<file path="src/rtl/gsim_mat_mem_resp_if.sv">
// Request/response bundle between the GSIM solver (master) and the matrix-memory
// responder (slave).
interface gsim_mat_mem_resp_if;
  logic         i_mem_rreq;
  logic [9:0]   i_mem_addr;
  logic         o_mem_rrdy;
  logic [255:0] o_mem_dout;
  logic         o_mem_dout_vld;

  modport slave (
    input  i_mem_rreq,
    input  i_mem_addr,
    output o_mem_rrdy,
    output o_mem_dout,
    output o_mem_dout_vld
  );

  modport master (
    output i_mem_rreq,
    output i_mem_addr,
    input  o_mem_rrdy,
    input  o_mem_dout,
    input  o_mem_dout_vld
  );
endinterface

</file>
<file path="src/rtl/gsim_mat_mem_resp.sv">
// GSIM matrix-memory read responder: drives the 1024x256 SRAM and returns rows in order.
// Optional macro GSIM_MEM_STALL_EN adds LFSR-driven pseudo-random rrdy stalls.
module gsim_mat_mem_resp #(
  parameter int SRAM_LAT = 1,
  parameter int MAX_OUT  = 4,
  parameter int DEPTH    = 1024
) (
  input  logic                 i_clk,
  input  logic                 i_rst_n,
  gsim_mat_mem_resp_if.slave   mem,
  input  logic                 i_ld_wen,
  input  logic [9:0]           i_ld_addr,
  input  logic [255:0]         i_ld_data,
  output logic                 o_sram_cen,
  output logic                 o_sram_wen,
  output logic [9:0]           o_sram_addr,
  output logic [255:0]         o_sram_wdata,
  input  logic [255:0]         i_sram_rdata,
  output logic                 o_addr_err
);

  localparam logic [3:0]  MAX_L   = 4'(MAX_OUT);
  localparam logic [10:0] DEPTH_L = 11'(DEPTH);

  logic [3:0]          cnt_q, cnt_d;
  logic [SRAM_LAT-1:0] pv_q, pv_d;
  logic [SRAM_LAT-1:0] po_q, po_d;
  logic                vld_q, vld_d;
  logic [255:0]        dout_q, dout_d;
  logic                err_q, err_d;
  logic                stall_s, rrdy_s, acc_s, in_rng_s;

`ifdef GSIM_MEM_STALL_EN
  logic [15:0] lfsr_q, lfsr_d;

  // Fibonacci LFSR, taps 16,14,13,11
  always_comb begin
    lfsr_d = {lfsr_q[14:0], lfsr_q[15] ^ lfsr_q[13] ^ lfsr_q[12] ^ lfsr_q[10]};
  end

  always_ff @(posedge i_clk or negedge i_rst_n) begin
    if (!i_rst_n) begin
      lfsr_q <= 16'hACE1;
    end else begin
      lfsr_q <= lfsr_d;
    end
  end

  assign stall_s = (lfsr_q[1:0] == 2'b00);
`else
  assign stall_s = 1'b0;
`endif

  always_comb begin
    in_rng_s = ({1'b0, mem.i_mem_addr} < DEPTH_L);
    rrdy_s   = ~i_ld_wen & (cnt_q < MAX_L) & ~stall_s;
    acc_s    = mem.i_mem_rreq & rrdy_s;
  end

  // The load port never collides with a read: rrdy is low whenever it is active.
  always_comb begin
    o_sram_cen   = 1'b0;
    o_sram_wen   = 1'b0;
    o_sram_addr  = 10'd0;
    o_sram_wdata = 256'd0;
    if (i_ld_wen) begin
      o_sram_cen   = 1'b1;
      o_sram_wen   = 1'b1;
      o_sram_addr  = i_ld_addr;
      o_sram_wdata = i_ld_data;
    end else if (acc_s && in_rng_s) begin
      o_sram_cen  = 1'b1;
      o_sram_wen  = 1'b0;
      o_sram_addr = mem.i_mem_addr;
    end else begin
      o_sram_cen = 1'b0;
    end
  end

  always_comb begin
    pv_d    = '0;
    po_d    = '0;
    pv_d[0] = acc_s;
    po_d[0] = acc_s & ~in_rng_s;
    for (int i = 1; i < SRAM_LAT; i++) begin
      pv_d[i] = pv_q[i-1];
      po_d[i] = po_q[i-1];
    end
    vld_d  = pv_q[SRAM_LAT-1];
    dout_d = dout_q;
    if (pv_q[SRAM_LAT-1]) begin
      dout_d = po_q[SRAM_LAT-1] ? 256'd0 : i_sram_rdata;
    end else begin
      dout_d = dout_q;
    end
    err_d = err_q | (acc_s & ~in_rng_s);
    case ({acc_s, vld_q})
      2'b10:   cnt_d = cnt_q + 4'd1;
      2'b01:   cnt_d = (cnt_q != 4'd0) ? (cnt_q - 4'd1) : cnt_q;
      default: cnt_d = cnt_q;
    endcase
  end

  always_ff @(posedge i_clk or negedge i_rst_n) begin
    if (!i_rst_n) begin
      cnt_q  <= 4'd0;
      pv_q   <= '0;
      po_q   <= '0;
      vld_q  <= 1'b0;
      dout_q <= 256'd0;
      err_q  <= 1'b0;
    end else begin
      cnt_q  <= cnt_d;
      pv_q   <= pv_d;
      po_q   <= po_d;
      vld_q  <= vld_d;
      dout_q <= dout_d;
      err_q  <= err_d;
    end
  end

  assign mem.o_mem_rrdy     = rrdy_s;
  assign mem.o_mem_dout     = dout_q;
  assign mem.o_mem_dout_vld = vld_q;
  assign o_addr_err         = err_q;

endmodule

</file>
<file path="src/flat_wrapper.sv">
// flat-port wrapper written by rule: the top's interface ports become plain ports
module gsim_mat_mem_resp_flat 
#(
  parameter int SRAM_LAT = 1,
  parameter int MAX_OUT  = 4,
  parameter int DEPTH    = 1024
)
  (i_clk, i_rst_n, i_ld_wen, i_ld_addr, i_ld_data, o_sram_cen, o_sram_wen, o_sram_addr, o_sram_wdata, i_sram_rdata, o_addr_err, mem_i_mem_rreq, mem_i_mem_addr, mem_o_mem_rrdy, mem_o_mem_dout, mem_o_mem_dout_vld);
  gsim_mat_mem_resp_if mem_i ();
  input  logic i_clk;
  input  logic i_rst_n;
  input  logic i_ld_wen;
  input  logic [9:0] i_ld_addr;
  input  logic [255:0] i_ld_data;
  output logic o_sram_cen;
  output logic o_sram_wen;
  output logic [9:0] o_sram_addr;
  output logic [255:0] o_sram_wdata;
  input  logic [255:0] i_sram_rdata;
  output logic o_addr_err;
  input wire logic [$bits(mem_i.i_mem_rreq)-1:0] mem_i_mem_rreq;
  input wire logic [$bits(mem_i.i_mem_addr)-1:0] mem_i_mem_addr;
  output wire logic [$bits(mem_i.o_mem_rrdy)-1:0] mem_o_mem_rrdy;
  output wire logic [$bits(mem_i.o_mem_dout)-1:0] mem_o_mem_dout;
  output wire logic [$bits(mem_i.o_mem_dout_vld)-1:0] mem_o_mem_dout_vld;
  assign mem_i.i_mem_rreq = mem_i_mem_rreq;
  assign mem_i.i_mem_addr = mem_i_mem_addr;
  assign mem_o_mem_rrdy = mem_i.o_mem_rrdy;
  assign mem_o_mem_dout = mem_i.o_mem_dout;
  assign mem_o_mem_dout_vld = mem_i.o_mem_dout_vld;
  gsim_mat_mem_resp #(.SRAM_LAT(SRAM_LAT), .MAX_OUT(MAX_OUT), .DEPTH(DEPTH)) u_core (.i_clk(i_clk), .i_rst_n(i_rst_n), .mem(mem_i), .i_ld_wen(i_ld_wen), .i_ld_addr(i_ld_addr), .i_ld_data(i_ld_data), .o_sram_cen(o_sram_cen), .o_sram_wen(o_sram_wen), .o_sram_addr(o_sram_addr), .o_sram_wdata(o_sram_wdata), .i_sram_rdata(i_sram_rdata), .o_addr_err(o_addr_err));
endmodule
</file>
<file path="config.mk">
export PLATFORM = sky130hd
export DESIGN_NAME = gsim_mat_mem_resp_flat
export DESIGN_NICKNAME = d
export VERILOG_FILES = /design/src/rtl/gsim_mat_mem_resp_if.sv /design/src/rtl/gsim_mat_mem_resp.sv /design/src/flat_wrapper.sv
export SDC_FILE = /design/constraint.sdc
export NUM_CORES = 1
export LEC_CHECK = 0
export ABC_AREA = 1
export CAP_MARGIN = 30
export CORE_AREA = 2 2 414 416
export CTS_BUF_LIST = sky130_fd_sc_hd__clkbuf_8
export DETAILED_ROUTE_END_ITERATION = 6
export DIE_AREA = 0 0 416 418
export PLACE_DENSITY = 0.3
export SLEW_MARGIN = 10
export SYNTH_ARGS = -nofsm -noshare
export SYNTH_HDL_FRONTEND = slang
export SYNTH_SLANG_ARGS = --single-unit
</file>
<file path="constraint.sdc">
create_clock -name i_clk -period 3.75 [get_ports i_clk]
set_input_delay 0.75 -clock i_clk [delete_from_list [all_inputs] [get_ports i_clk]]
set_output_delay 0.75 -clock i_clk [all_outputs]
set_load 0.02 [all_outputs]
</file>
**Word-level counts from Yosys, hierarchy flattened**

Cells that the tools add are included.

- Output and inout bits: 527
- Logic and storage cells: 24
- ROM bits: 0
- Input bits: 536
- Bits in registers: 262
- Bits in latches: 0
- Bits in writable memories: 0
- Memories kept: 0

- Add/sub/neg operators: 2
- Bitwise gates (word level): 3
- Order comparisons: 1
- Shift operators: 0
- Reduce and logical (&&, ||, !) cells: 3
- Multiply operators: 0
- Equality and inequality tests: 3
- Muxes and demuxes: 8
- Divide/modulo/power cells: 0

Operators with widths:

| kind | number |
|---|---|
| $mux W256 | 1 |
| $mux W10 | 2 |
| $pmux W4 S2 | 1 |
| $add A4 B1 Y4 const B | 1 |
| $lt A4 B3 Y1 const B | 1 |
| $mux W4 | 1 |
| $reduce_bool A4 Y1 | 1 |
| $sub A4 B1 Y4 const B | 1 |
| $mux W1 | 3 |
| $and A1 B1 Y1 | 2 |
| $eq A2 B1 Y1 const B | 1 |
| $eq A2 B2 Y1 const B | 1 |
| $ne A2 B1 Y1 const B | 1 |
| $reduce_and A2 Y1 | 1 |
| $reduce_bool A2 Y1 | 1 |
| $not A1 Y1 | 1 |

**Depth between registers and ports, before layout**

Gate-level depths: netlist (run 1).

- Depth in word-level cells: 6
- Depth in mapped cells: 13
- Mapped depth without buffers: 12

**Worst setup path before layout (run 1)**

OpenSTA, ideal clock, no wires.

- Path kind: input -> output
- Start: input i_ld_wen
- End: output o_sram_addr[0]
- Data arrival time: 1.544 ns
- Cell stages on the path: 6
- Slack: 1.456 ns
- Cells stage by stage: buf_4 inv_2 nand3_4 inv_1 buf_2 a22o_1

- Cells in the longest elaborated chain, start to end: 5

RTL lines:

| item | RTL line | RTL |
|---|---|---|
| from (decl) | flat_wrapper.sv:12 | `input logic i_ld_wen;` |
| $not A1 Y1 | gsim_mat_mem_resp.sv:56 | `rrdy_s = ~i_ld_wen & (cnt_q < MAX_L) & ~stall_s;` |
| $and A1 B1 Y1 | gsim_mat_mem_resp.sv:56 |  |
| $and A1 B1 Y1 | gsim_mat_mem_resp.sv:57 | `acc_s = mem.i_mem_rreq & rrdy_s;` |
| net u_core.acc_s | gsim_mat_mem_resp.sv:31 | `logic stall_s, rrdy_s, acc_s, in_rng_s;` |
| $mux W10 | gsim_mat_mem_resp.sv:71 | `end else if (acc_s && in_rng_s) begin` |
| $mux W10 | gsim_mat_mem_resp.sv:66 | `if (i_ld_wen) begin` |
| to (decl) | flat_wrapper.sv:17 | `output logic [9:0] o_sram_addr;` |

The timed path passes the listed nets, and every way through them passes these cells.

**Final worst setup path (run 1)**

- Start: input mem_i_mem_rreq
- End: output o_sram_addr[3]

- Cells in the longest elaborated chain, start to end: 3

RTL lines:

| item | RTL line | RTL |
|---|---|---|
| from (decl) | flat_wrapper.sv:21 | `input wire logic [$bits(mem_i.i_mem_rreq)-1:0] mem_i_mem_rreq;` |
| $and A1 B1 Y1 | gsim_mat_mem_resp.sv:57 |  |
| $mux W10 | gsim_mat_mem_resp.sv:71 |  |
| $mux W10 | gsim_mat_mem_resp.sv:66 |  |

No other way between the ends.

==> results.cfg, run 1 <==
[status]
outcome = completed

[setup_path]
crit_path_start = mem_i_mem_rreq
rr_worst_depth = 2
path_class = input pin to output port
cp_max_fo = 11
endpoint_kind = output port
rrSetupSlack_ns = 1.80
cp.required_ns = 3.00
crit_path_start_kind = input pin
reg2reg_from = u_core.pv_q
crit_arrival_ns = 2.90

[pwr]
clkPwrFrac = 0.443
switching_share = 0.279
ir_drop_mv = 0.229
internal_power_mw = 5.56
p_sw_mw = 2.15
powerDensity_nw_per_um2 = 289
combPwrFrac = 0.190
leakagePower_nw = 12.9
seq_power_share = 0.367

[global_route]
grt_max_degree = 78
grt_usage = 0.108
first_global_vias = 12700
grt_overflow = 0
grt_pass1_wl_mm = 126
antenna_found_initial = 48

[sta]
fmax_mhz = 274
fin_setup_tns_ns = 0
hold_viol_final = 0
setup_viol = 0
timing.slew.headroom = 0.365
tightest_slew_ns = 0.952
period_needed_ns = 3.65
finalMaxSlewViolations = 0
skew_ns = 0.0642
rsz0062_at_grt = no
finalCritPeriodShare = 0.974

[detailed_routing]
wl_met2_mm = 54.4
vias_per_cell = 2.73
via_count = 12300
wl_met1_mm = 36.6
drc = 0
wl_per_cell_um = 21.9
dr.pass1.iters = 5
wl_met3_mm = 5.86
routed_wl_mm = 98.9
top_layer_used = met5
drt-initial-drc-count = 440
antenna_left = 0

[clocking]
post_cts_buffers = 0
ctsResizeCount = 0
insertion_delay_ns = 0.70
htree_levels = 2
clock-sinks = 262
numCtsBuffers = 58
cts_buffer_depth = 3
clkTransAtPathRegs_ns = 0.05
cts_hold_buf = 0
cts_tree = yes
cts-root-buf = clkbuf_8

[synthesis]
postSynthAreaPerCell_sq_um = 10.5
syn_nets = 1682
ys_ff_latch = 262
synth_top_cell_by_area = dfrtp_1
yosys_warnings = 0
ys_seq_area_frac = 0.547
synth_area_leaders = dfrtp_1 55%, mux2_1 19%, nand2_1 8.5%
syn_inst = 1145
synth.top_cell.area_share = 0.547
synth.cell_area_sq_um = 12000
synth_cell_type_count = 25

[hold_path]
hp-class = input pin to asynchronous set/reset pin

[cells_and_area]
drive_gt1_frac = 0.0797
nNetsFinal = 2775
area_growth_pct = 123
final_cells = 4507
fillers = 19000

[die]
core_sq_um = 169000
die_h_um = 418
core.rowCount = 151
io_pins = 1063
start_util = 0.0708
die_area_sq_um = 174000
die-width_um = 416

[placed_design]
port_buffers = 1061
dp_hpwl_mm = 86.8
globalplace.congestion = 0.821
dp.cells = 4396

[job]
drv_cap = 0
[flip-flops by register name (all words and copies together) (netlist names)]
signal                     flops
u_core.pv_q                    1
u_core.mem.o_mem_dout_vld      1
u_core.cnt_q                   4
u_core.mem.o_mem_dout        256
[layout by cell type, fill, tap and decap left out]
cell,count
conb_1,1
buf_12,10
nand3_1,4
clkinvlp_4,1
bufinv_16,2
mux2_2,56
dfrtp_1,261
nor2_2,1
o21ai_1,2
ha_1,1
inv_2,3
dfrtp_4,1
clkbuf_8,75
xor2_1,1
nand3_4,1
xnor2_1,1
nor2_1,2
mux2_1,200
o31ai_1,1
nand2_1,270
diode_2,6
o21ai_0,2
buf_8,2
buf_4,23
or2_1,1
clkdlybuf4s50_1,1059
o21ai_2,1
inv_8,1
nand2_4,1
clkinv_2,3
a22o_1,10
inv_16,1
inv_1,285
[per-layer routing]
layer	vias up	track usage
met1	5925	0.116
met5	-	0
met2	542	0.208
met4	2	0.0205
li1	5663	-
met3	163	0.0297
[path summary, 6_finish.rpt]
kind | end
max | o_sram_addr[3]
min in group i_clk | u_core.mem.o_mem_dout[175]
max in group asynchronous | u_core.pv_q
min | u_core.mem.o_mem_dout[193]
min reg2reg | u_core.mem.o_mem_dout[175]
max reg2reg | u_core.mem.o_mem_dout[159]
[synth_stat cells, drive strengths merged]
cell	count
conb	1
a22o	10
xor2	1
buf	56
dfrtp	262
or2	1
mux2	256
inv	266
nand2	271
xnor2	1
nor2	3
o21ai	5
ha	1
clkbuf	5
o31ai	1
nand3	5
[worst max-delay path, cell delays in order]
cell and delay (ns):
clkdlybuf4s50_1 0.56, nand3_4 0.14, inv_1 0.39, a22o_1 0.37, clkdlybuf4s50_1 0.68
[cell type report]
type / instances / area, sq um / share of cell area
timing repair buffer: 1094 / 11000 / 0.412
clock buffer: 75 / 1030 / 0.0387
tap: 2218 / 2780 / 0.104
multi-input combinational: 556 / 4120 / 0.154
inverter: 266 / 998 / 0.0374
antenna: 6 / 15.0 / 0.000562
sequential: 262 / 6560 / 0.246
clock inverter: 30 / 196 / 0.00736
[per-stage QoR]
step | area, sq um | utilization | setup slack [ns] | hold slack, ns | power (mW)
finish | 26700 | 0.158 | 0.0986 | 0.0837 | 7.71
global route | 26700 | 0.158 | 0.112 | 0.0705 | 8.14
CTS | 26700 | 0.158 | 0.154 | 0.0190 | 7.96
detailed placement | 25500 | 0.151 | 0.225 | 0.474 | 4.37
global placement | 25500 | 0.151 | 0.231 | 0.468 | 4.38
floorplan | 12000 | - | 1.46 | 0.394 | 3.24
[power groups by stage]
stage / Clock, mW / Sequential (mW) / Combinational [mW]
global route: 3.76 / 2.83 / 1.56
global placement: 0 / 2.88 / 1.50
CTS: 3.64 / 2.83 / 1.50
finish: 3.41 / 2.83 / 1.47
floorplan: 0 / 2.88 / 0.357
detailed placement: 0 / 2.88 / 1.49
[cell families after synthesis]
family	after synthesis	synth area share
other	1	0.000313
muxes	256	0.241
AOI/OAI and AO/OA	16	0.0103
adders and majority gates	1	0.00104
xor gates and xnor gates	2	0.00146
buffers and inverters	327	0.109
and+or+nand+nor	280	0.0903
DFF	262	0.547
No activity file was read; power rests on OpenSTA's default activity.
==> run 2: changes to the inputs <==
CORE_AREA = 2 2 409 411   (was 2 2 414 416)
DIE_AREA = 0 0 411 413   (was 0 0 416 418)
clock period = 3.8 ns   (was 3.75 ns; I/O delays follow)
==> results.cfg, run 2 (same netlist as run 1, synthesis figures left out) <==
[clocking]
ctsResizeCount = 0
cts_buffer_depth = 3
insertion_delay_ns = 0.69
numCtsBuffers = 58
htree_levels = 2
clock-sinks = 262
cts-root-buf = clkbuf_8
clkTransAtPathRegs_ns = 0.06
cts_tree = yes

[setup_path]
endpoint_kind = output port
crit_path_cell_trace = clkdlybuf4s50_1 > nand3_4 > inv_1 > buf_4 > a22o_1 > clkdlybuf4s50_1
rrSetupSlack_ns = 1.96
crit_slowest_cell = clkdlybuf4s50_1
crit_arrival_ns = 2.57
critPathMaxStageDelay_ns = 0.61
cp.required_ns = 3.04
path_class = input pin to output port
cp_common_cell = clkdlybuf4s50_1
crit_path_start_kind = input pin
cp_max_fo = 12

[global_route]
use_met3 = 0.0561
grt_max_degree = 76
grt_usage = 0.107
grt_overflow = 0
grt_pass1_wl_mm = 123
first_global_vias = 13100
top_usage_layer = met2
antenna_found_initial = 28
grt_use_met1 = 0.122
met2_usage = 0.176

[die]
die-width_um = 411
core_sq_um = 166000
start_util = 0.0722
die_h_um = 413
io_pins = 1063
core.rowCount = 150
die_area_sq_um = 170000

[sta]
hold_slack_ns = 0.481
finalMaxSlewViolations = 0
hold_viol_final = 0
rsz0062_at_grt = no
period_needed_ns = 3.33
tightest_slew_ns = 0.675
setup_slack_ns = 0.469
skew_ns = 0.0512
fin_setup_tns_ns = 0
finalCritPeriodShare = 0.877
fmax_mhz = 300
setup_viol = 0
timing.slew.headroom = 0.549

[cells_and_area]
fillers = 18800
nNetsFinal = 2765
layout_commonest_cell = clkdlybuf4s50_1
layout_common_cells = 1058 x clkdlybuf4s50_1, 284 x inv_1, 270 x nand2_1, 261 x dfrtp_1, 200 x mux2_1
area_growth_pct = 122
largest_reg_flops = 256
drive_gt1_frac = 0.0757

[detailed_routing]
via_count = 12200
vias_per_cell = 2.73
routed_wl_mm = 95.6
drt-initial-drc-count = 497
drc = 0
dr.pass1.iters = 4
antenna_left = 0
wl_per_cell_um = 21.3

[hold_path]
hp-class = flip-flop to flip-flop

[pwr]
powerDensity_nw_per_um2 = 284
leakagePower_nw = 12.8
ir_drop_mv = 0.213

[placed_design]
port_buffers = 1061
dp_hpwl_mm = 81.0
preCtsSetupSlack_ns = 0.429
globalplace.congestion = 0.866

[job]
drv_cap = 0

[status]
outcome = completed
run 2: path summary, 6_finish.rpt:
path,start,to,cells past startpoint
worst max-delay path,mem_i_mem_rreq,o_sram_addr[8],6
worst min-delay path,u_core.mem.o_mem_dout[1],u_core.mem.o_mem_dout[1],1
worst max register to register,u_core.pv_q,u_core.mem.o_mem_dout[135],2
worst min register to register,u_core.mem.o_mem_dout[1],u_core.mem.o_mem_dout[1],1
max in group asynchronous,i_rst_n,u_core.mem.o_mem_dout[73],3
min in group asynchronous,i_rst_n,u_core.mem.o_mem_dout[45],2
run 2: where the power goes:
part	switching [mW]	internal (mW)
registers	0	2.79
clock network	1.49	1.79
logic	0.679	0.792
total	2.17	5.38
run 2: metal layers:
metal	vias up	part of all wire	routed length [um]
met5	-	0.0014	137
met4	20	0.015	1440
met3	100	0.13	12400
met2	659	0.47	45000
met1	5823	0.38	36600
li1	5646	-	-
run 2: layout make-up:
cell class,instances,area [sq um],share of cell area
clock buffers,73,1000,0.0378
clock inverters,31,178,0.00669
multi-input cells,556,4120,0.155
well taps,2204,2760,0.104
diodes,10,25.0,0.000942
repair buffers,1084,10900,0.411
inverters,266,998,0.0376
flip-flops and latches,262,6560,0.247
run 2: stage by stage:
step                cells   util  total power [mW]  instance area [sq um]
detailed placement   4371  0.153              4.32                  25300
floorplan            1145      -              3.19                  12000
finish               4486  0.160              7.55                  26600
CTS                  4476  0.160              7.82                  26500
global route         4479  0.160              7.98                  26500
global placement     4371  0.153              4.33                  25300
run 2: worst max-delay path: cells and delay by family:
family | cells | cell delay (ns)
compound gates | 1 | 0.19
simple gates | 1 | 0.13
buf+inv | 4 | 1.48
run 2: repair_timing:
action	in CTS	in global routing
endpoints found under the hold margin	42	0
hold buffers	1	0
endpoints found under the setup margin	0	0
setup buffers	0	0
==> run 3: changes to the inputs <==
GPL_ROUTABILITY_DRIVEN = 0   (was unset)
==> results.cfg, run 3 (same netlist as run 1, synthesis figures left out) <==
[setup_path]
cp_max_fo = 12
cp.required_ns = 3.04
reg2reg_to = u_core.mem.o_mem_dout[164]
reg2reg_from = u_core.pv_q
path_class = input pin to output port
endpoint_kind = output port
rr_worst_depth = 2
crit_path_start_kind = input pin
crit_arrival_ns = 2.62
rrSetupSlack_ns = 1.89

[cells_and_area]
seq_area_sq_um = 6560
largest_reg_flops = 256
multi_input_area_sq_um = 4120
area_growth_pct = 121
postLayoutCellArea_sq_um = 26500
layout_commonest_cell = clkdlybuf4s50_1
layout_common_cells = 1059 x clkdlybuf4s50_1, 292 x inv_1, 270 x nand2_1, 261 x dfrtp_1, 200 x mux2_1
drive_gt1_frac = 0.0722
nNetsFinal = 2769
final_cells = 4485
fillers = 18700

[detailed_routing]
vias_per_cell = 2.77
dr.pass1.iters = 5
wl_per_cell_um = 21.1
drt-initial-drc-count = 482
routed_wl_mm = 94.5
via_count = 12400
drc = 0
antenna_left = 0

[placed_design]
postPlaceCellArea_sq_um = 25400
dp.cells = 4375
port_buffers = 1061
dp_hpwl_mm = 79.9

[sta]
tightest_slew_ns = 0.868
fin_setup_tns_ns = 0
period_needed_ns = 3.38
hold_viol_final = 0
setup_viol = 0
fmax_mhz = 295
skew_ns = 0.0609
timing.slew.headroom = 0.421
hold_slack_ns = 0.480
finalCritPeriodShare = 0.891
rsz0062_at_grt = no
finalMaxSlewViolations = 0

[pwr]
powerDensity_nw_per_um2 = 280
clkPwrFrac = 0.425
seq_power_share = 0.376
switching_share = 0.298
combPwrFrac = 0.199
p_sw_mw = 2.21
internal_power_mw = 5.21
ir_drop_mv = 0.237
leakagePower_nw = 12.8

[die]
die_area_sq_um = 170000
die-width_um = 411
io_pins = 1063
die_h_um = 413
core.rowCount = 150
core_sq_um = 166000
start_util = 0.0722

[clocking]
insertion_delay_ns = 0.72
cts_buffer_depth = 3
clock-sinks = 262
numCtsBuffers = 58
cts-root-buf = clkbuf_8
cts_tree = yes
clkTransAtPathRegs_ns = 0.05
htree_levels = 2

[global_route]
antenna_found_initial = 29
grt_max_degree = 76
grt_usage = 0.104
grt_pass1_wl_mm = 120
first_global_vias = 13100
grt_overflow = 0

[hold_path]
holdPathEnd = u_core.mem.o_mem_dout[83]
hold_depth = 1
hp-class = flip-flop to flip-flop
min-delay-start = u_core.mem.o_mem_dout[83]

[job]
drv_cap = 0

[status]
outcome = completed
==> run 3: worst max-delay path, cell delays in order <==
cell and delay [ns]:
clkdlybuf4s50_1 0.58, nand3_4 0.14, inv_1 0.09, buf_4 0.23, a22o_1 0.20, clkdlybuf4s50_1 0.62
==> run 3: power by group through the flow <==
stage               logic [mW]  registers [mW]  clock network (mW)
floorplan                0.353            2.84                   0
global placement          1.49            2.84                   0
detailed placement        1.48            2.84                   0
CTS                       1.49            2.79                3.41
global route              1.56            2.79                3.48
finish                    1.48            2.79                3.16
==> run 3: how the worst max path moves through the flow <==
stage,start,endpoint,slack [ns]
final,mem_i_mem_rreq,o_sram_addr[8],0.42
after CTS,mem_i_mem_rreq,o_sram_addr[8],0.31
after global placement,mem_i_mem_rreq,o_sram_addr[8],0.34
after global routing,u_core.cnt_q[3],o_sram_addr[8],0.24
after floorplan,i_ld_wen,o_sram_addr[0],1.49
after detailed placement,mem_i_mem_rreq,o_sram_addr[8],0.31
==> run 3: per-layer routing <==
layer  vias to the layer above  part of all wire  GRT usage
met3                       125              0.14     0.0655
met2                       722              0.46      0.166
li1                       5657                 -          -
met4                        32             0.022     0.0267
met1                      5896              0.38      0.115
met5                         -            0.0038    0.00735
==> run 3: timing repair <==
item | in CTS | in global routing
hold endpoints to repair | 5 | 0
setup endpoints to repair | 0 | 0
hold buffers | 1 | 0
resized for setup | 0 | 0
buffers inserted | 0 | 0
==> run 3: final cells by class <==
type | count | share of cell area
inverters | 266 | 0.0377
clock buffers | 65 | 0.0338
multi-input cells | 556 | 0.156
diodes | 8 | 0.000756
flip-flops and latches | 262 | 0.248
clock inverters | 36 | 0.00761
well taps | 2204 | 0.104
repair buffers | 1088 | 0.413
==> run 3: stage by stage <==
| step | total power, mW | util | setup WS (ns) |
|---|---|---|---|
| after floorplan | 3.19 | - | 1.49 |
| after global placement | 4.33 | 0.153 | 0.336 |
| after detailed placement | 4.32 | 0.153 | 0.308 |
| after CTS | 7.69 | 0.159 | 0.305 |
| after global routing | 7.83 | 0.160 | 0.242 |
| final | 7.43 | 0.160 | 0.416 |
==> variant 1: new RTL, config.mk and constraints of run 1 <==
Take the reset off `dout_q` and load it in a clocked block of its own.
--- a/src/rtl/gsim_mat_mem_resp.sv
+++ b/src/rtl/gsim_mat_mem_resp.sv
@@ -108,5 +108,4 @@
       po_q   <= '0;
       vld_q  <= 1'b0;
-      dout_q <= 256'd0;
       err_q  <= 1'b0;
     end else begin
@@ -115,7 +114,10 @@
       po_q   <= po_d;
       vld_q  <= vld_d;
-      dout_q <= dout_d;
       err_q  <= err_d;
     end
+  end
+
+  always_ff @(posedge i_clk) begin
+    dout_q <= dout_d;
   end
 
Check against the original RTL: differs if i_rst_n is asserted again (counterexample within 4 cycles, from zero or initial values and one cycle with i_rst_n low); with i_rst_n held inactive, the same outputs for 4 cycles.
==> variant 1 against run 1 <==
  * Sequential share of layout area rose by 7.1 points
  * Setup slack improved by 380 ps
  * Count of clock-buffer cells in the layout fell by 24
  * Largest power group is now registers
  * Final area fell by 7.3%
  * Synthesized area fell by 15%
  * Critical path type unchanged
  * Routed wire length fell by 29%
  * Total power rose by 14%
  * Sequential power rose by 27%
  * First-iteration DRC count fell by 18%
  * Non-clock buffer count fell by 10
  * Sequential cell count did not move
==> variant 1: results (changes against run 1) <==
status = finished clean
largest net degree at the start of global routing = 45 (-42%)
number of enable flip-flop cells after synthesis = 256 (+256)
sequential fraction of the synthesis area = 0.767 (+0.219)
Final nets = 2493 (-10%)
Setup Skew = 25.7 ps (-38.6 ps)
Clk Latency, worst-skew pair = 630 ps (-70 ps)
worst vdd ir = 176 uV (-23%)
First-pass DRT Iterations = 6 (+1)
final WL = 70.1 mm (-29%)
H-tree depth = 2 (unchanged)
routed vias/inst = 2.37 (-13%)
top cells by count, synth = 266 x nand2_1, 262 x inv_1, 256 x edfxtp_1
post-CTS resize count = 0 (unchanged)
postcts setup bufs = 0 (unchanged)
clock buffer depth = 3 (unchanged)
Lkg Pwr = 9.93 nW (-23%)
metal3 WL = 4.46 mm (-24%)
worst slack, placed = 478 ps (+253 ps)
DR WL met2 = 40.6 mm (-25%)
Clk power = 2.92 mW (-14%)
gpl congestion = 0.873 (+6.4%)
Post-Synth Adder-Cell Area = 0.00122 (+0.000179)
CP Max Fanout = 11 (unchanged)
Final Max Tran Viols = 0 (unchanged)
CTS Buf Count = 50 (-14%)
Overall Global Routing Usage = 0.0759 (-0.0318)
Mapped Nets = 1390 (-17%)
met1 wire length = 23.3 mm (-36%)
setup violators final = 0 (unchanged)
grt met3 use = 0.0209 (-0.00883)
comb pwr = 2.23 mW (+52%)
first-pass GRT wire length = 91.7 mm (-27%)
ys async rst share = 0.0229 (-0.977)
post-synthesis xor/xnor area fraction = 0.00257 (+0.00111)
mux share of post-synthesis cell area = 0 (-0.241)
Worst path slowest cell = clkdlybuf4s50_1
predominant post-synthesis flop cell = edfxtp_1
Synth cell types = 23 (-8.0%)
initial antenna violation count = 8 (-83%)
worst setup path end = o_sram_addr[8]
DRC violations left = 0 (unchanged)
worst setup path startpoint = mem_i_mem_rreq
Synth Area in Compound Gates = 0.0127 (+0.00239)
First DRT Iteration DRCs = 360 (-18%)
Tmin final = 3270 ps (-377 ps)
net switching share of the total power = 0.286 (+0.00694)
placed inst area = 23800 sq um (-6.6%)
Reg2Reg Capture Point = u_core.mem.o_mem_dout[0]$_DFFE_PP_
synth top area cells = edfxtp_1 75%, nand2_1 9.8%, inv_1 9.6%
CP max stage delay = 610 ps (-70 ps)
share of layout cells above drive strength 1 = 0.0487 (-0.0310)
internal reg-to-reg setup slack = 1990 ps (+190 ps)
worst rel slew slack = 0.475 (+0.110)
Arr. time, crit path = 2520 ps (-380 ps)
vias in the first global route = 10.7k (-16%)
R2R depth = 1 (-1)
hpwl dp = 59.9 mm (-31%)
met1 usage = 0.0728 (-0.0435)
GR Util met2 = 0.155 (-0.0531)
==> variant 1: cell count changes after synthesis, moves of 3 or more <==
cell / run 1 / this run
mux2_1: 200 / 0
mux2_2: 56 / 0
buf_1: 3 / 0
edfxtp_1: 0 / 256
nand2_1: 270 / 266
nand3_1: 4 / 1
buf_2: 50 / 25
dfrtp_1: 262 / 6
==> variant 1: cells by family (layout without fill, tap and decap cells) <==
logic type / after synthesis / after routing
buffers and inverters: 296 / 1434
flip-flops: 262 / 262
AO/OA/AOI/OAI: 16 / 16
adder cells (fa/ha/maj): 1 / 1
other: 1 / 2
XOR/XNOR: 3 / 3
AND/OR/NAND/NOR: 274 / 274
==> variant 1: through the flow <==
stage          cells  total power [mW]
6_report        4210              8.76
2_1_floorplan    853              4.44
4_1_cts         4209              9.04
5_1_grt         4210              9.23
3_3_place_gp    4122              5.97
3_5_place_dp    4122              5.95
==> variant 1: worst min-delay path by stage <==
stage                                                endpoint                         from  slack, ps
after global placement            u_core.cnt_q[0]$_DFFE_PN0P_  u_core.cnt_q[0]$_DFFE_PN0P_        550
final                                   u_core.pv_q$_DFF_PN0_                      i_rst_n        390
after floorplan                   u_core.cnt_q[0]$_DFFE_PN0P_                      i_rst_n        450
after global routing      u_core.mem.o_mem_dout_vld$_DFF_PN0_                      i_rst_n        330
after detailed placement          u_core.cnt_q[0]$_DFFE_PN0P_  u_core.cnt_q[0]$_DFFE_PN0P_        560
after CTS                               u_core.pv_q$_DFF_PN0_                      i_rst_n        290
==> variant 1: final cells by class <==
cell class / instances / area (sq um)
Fill cell: 19000 / 144000
Timing Repair Buffer: 1084 / 10900
Sequential cell: 262 / 7840
Tap cell: 2218 / 2780
Multi-Input combinational cell: 295 / 1230
Inverter: 263 / 987
Clock buffer: 51 / 702
Clock inverter: 36 / 282
Antenna cell: 1 / 2.50
==> variant 2: new RTL, settings of run 1 <==
Made on the original files. `SRAM_LAT` is set to 1 in 2 places; all go to 2.
--- a/src/rtl/gsim_mat_mem_resp.sv
+++ b/src/rtl/gsim_mat_mem_resp.sv
@@ -2,5 +2,5 @@
 // Optional macro GSIM_MEM_STALL_EN adds LFSR-driven pseudo-random rrdy stalls.
 module gsim_mat_mem_resp #(
-  parameter int SRAM_LAT = 1,
+  parameter int SRAM_LAT = 2,
   parameter int MAX_OUT  = 4,
   parameter int DEPTH    = 1024
--- a/src/flat_wrapper.sv
+++ b/src/flat_wrapper.sv
@@ -2,5 +2,5 @@
 module gsim_mat_mem_resp_flat 
 #(
-  parameter int SRAM_LAT = 1,
+  parameter int SRAM_LAT = 2,
   parameter int MAX_OUT  = 4,
   parameter int DEPTH    = 1024
Behaviour: not the same (a bounded check fails within 4 cycles, from zero or initial values and one cycle with i_rst_n low).
==> variant 2 against run 1 <==
  * Setup slack improved by 320 ps
  * Synthesized area up 0.17%
  * Count of clock-buffer cells in the layout fell by 5
  * Non-clock buffer count shrank 6
  * Final area is 0.14% higher
  * Critical path depth is the same
  * Sequential cell count increased by 1
  * Final cell count decreased by 0.27%
  * Routed wire length is 5.3% lower
  * Via count shrank 1.7%
  * Critical path type is now register to output pin
Power is not compared: it rests on default switching activity, and its combinational part moved more than twofold at a synthesized area within 25%.
==> variant 2: results (changes against run 1) <==
worst hold slack = 369 ps (+286 ps)
Hold Crit Class = register to register
placed inst area = 25600 sq um (+0.38%)
Clk Latency, worst-skew pair = 730 ps (+30 ps)
CTS Buf Count = 57 (-1.7%)
Overall Global Routing Usage = 0.103 (-0.00503)
Arr. time, crit path = 2580 ps (-320 ps)
final WL = 93.6 mm (-5.3%)
Synth cell types = 23 (-8.0%)
Clock Tree Root = clkbuf_8
worst rel slew slack = 0.437 (+0.0718)
sequential fraction of the synthesis area = 0.548 (+0.00117)
First DRT Iteration DRCs = 490 (+11%)
Reg2Reg Capture Point = u_core.mem.o_mem_dout[91]$_DFFE_PN0P_
Lkg Pwr = 11.9 nW
internal reg-to-reg setup slack = 1960 ps (+160 ps)
CP max stage delay = 610 ps (-70 ps)
worst r2r src = u_core.pv_q[1]$_DFF_PN0_
First-pass DRT Iterations = 4 (-1)
Setup Skew = 62.4 ps (-1.82 ps)
status = finished clean
Final nets = 2761 (-0.50%)
initial antenna violation count = 46 (-4.2%)
gpl congestion = 0.837 (+2.0%)
first-pass GRT wire length = 120 mm (-5.1%)
FILL cells = 19.0k (+0.063%)
synth top area cells = dfrtp_1 55%, mux2_2 24%, nand2_1 8.3%
hpwl dp = 80.8 mm (-7.0%)
largest net degree at the start of global routing = 82 (+5.1%)
share of layout cells above drive strength 1 = 0.171 (+0.0914)
Mapped Nets = 1675 (-0.42%)
top cells by count, synth = 266 x nand2_1, 263 x dfrtp_1, 262 x inv_1
via count = 12.1k (-1.7%)
worst setup path startpoint = u_core.cnt_q[3]$_DFFE_PN0P_
vias in the first global route = 12.7k (+0.35%)
==> variant 2: changes by cell type after synthesis, moves of 3 or more <==
cell | run 1 | this run
nand2_1 | 270 | 266
mux2_1 | 200 | 0
buf_4 | 3 | 7
mux2_2 | 56 | 256
nand3_1 | 4 | 1
buf_1 | 3 | 0
==> variant 2: worst max-delay path: cells and delay by family (launching register included) <==
kind | cells | cell delay, ps
buffers and inverters | 2 | 960
flip-flops | 1 | 430
AND/OR/NAND/NOR | 2 | 310
AO/OA/AOI/OAI | 1 | 220
==> variant 2: area by class of cell <==
class                      instances  area, sq um  area share
timing repair buffer            1088        11100       0.415
inverter                         263          987      0.0369
clock inverter                    27          171     0.00641
multi-input combinational        551         4120       0.154
tap                             2218         2780       0.104
antenna                           15         37.5     0.00140
sequential                       263         6590       0.246
clock buffer                      70          963      0.0360
==> variant 2: timing repair <==
action                                  4_1_cts  5_1_grt
hold buffers                                  1        0
endpoints found under the hold margin        13        0
endpoints found under the setup margin        0        0
==> variant 2: stage by stage <==
stage	total power [mW]	setup WS (ps)	utilization	std cells
floorplan	8.60	1460	-	1138
global placement	13.7	469	0.151	4382
detailed placement	13.7	418	0.151	4382
CTS	17.2	294	0.158	4480
global route	17.6	226	0.158	4485
finish	16.7	420	0.158	4495
==> variant 2: logic make-up after synthesis <==
kind of cell               synth area share
buffers and inverters                 0.109
and+or+nand+nor                      0.0883
DFF                                   0.548
muxes                                 0.240
AOI/OAI and AO/OA                    0.0108
xor gates and xnor gates            0.00219
adders and majority gates           0.00104
other                              0.000312
==> variant 2: routing by layer <==
layer / global-route usage / vias to the layer above / share of wire
met5: 0 / - / 0.0021
met4: 0.0518 / 32 / 0.057
met3: 0.0302 / 157 / 0.061
met2: 0.211 / 478 / 0.59
met1: 0.0873 / 5761 / 0.29
li1: - / 5657 / -
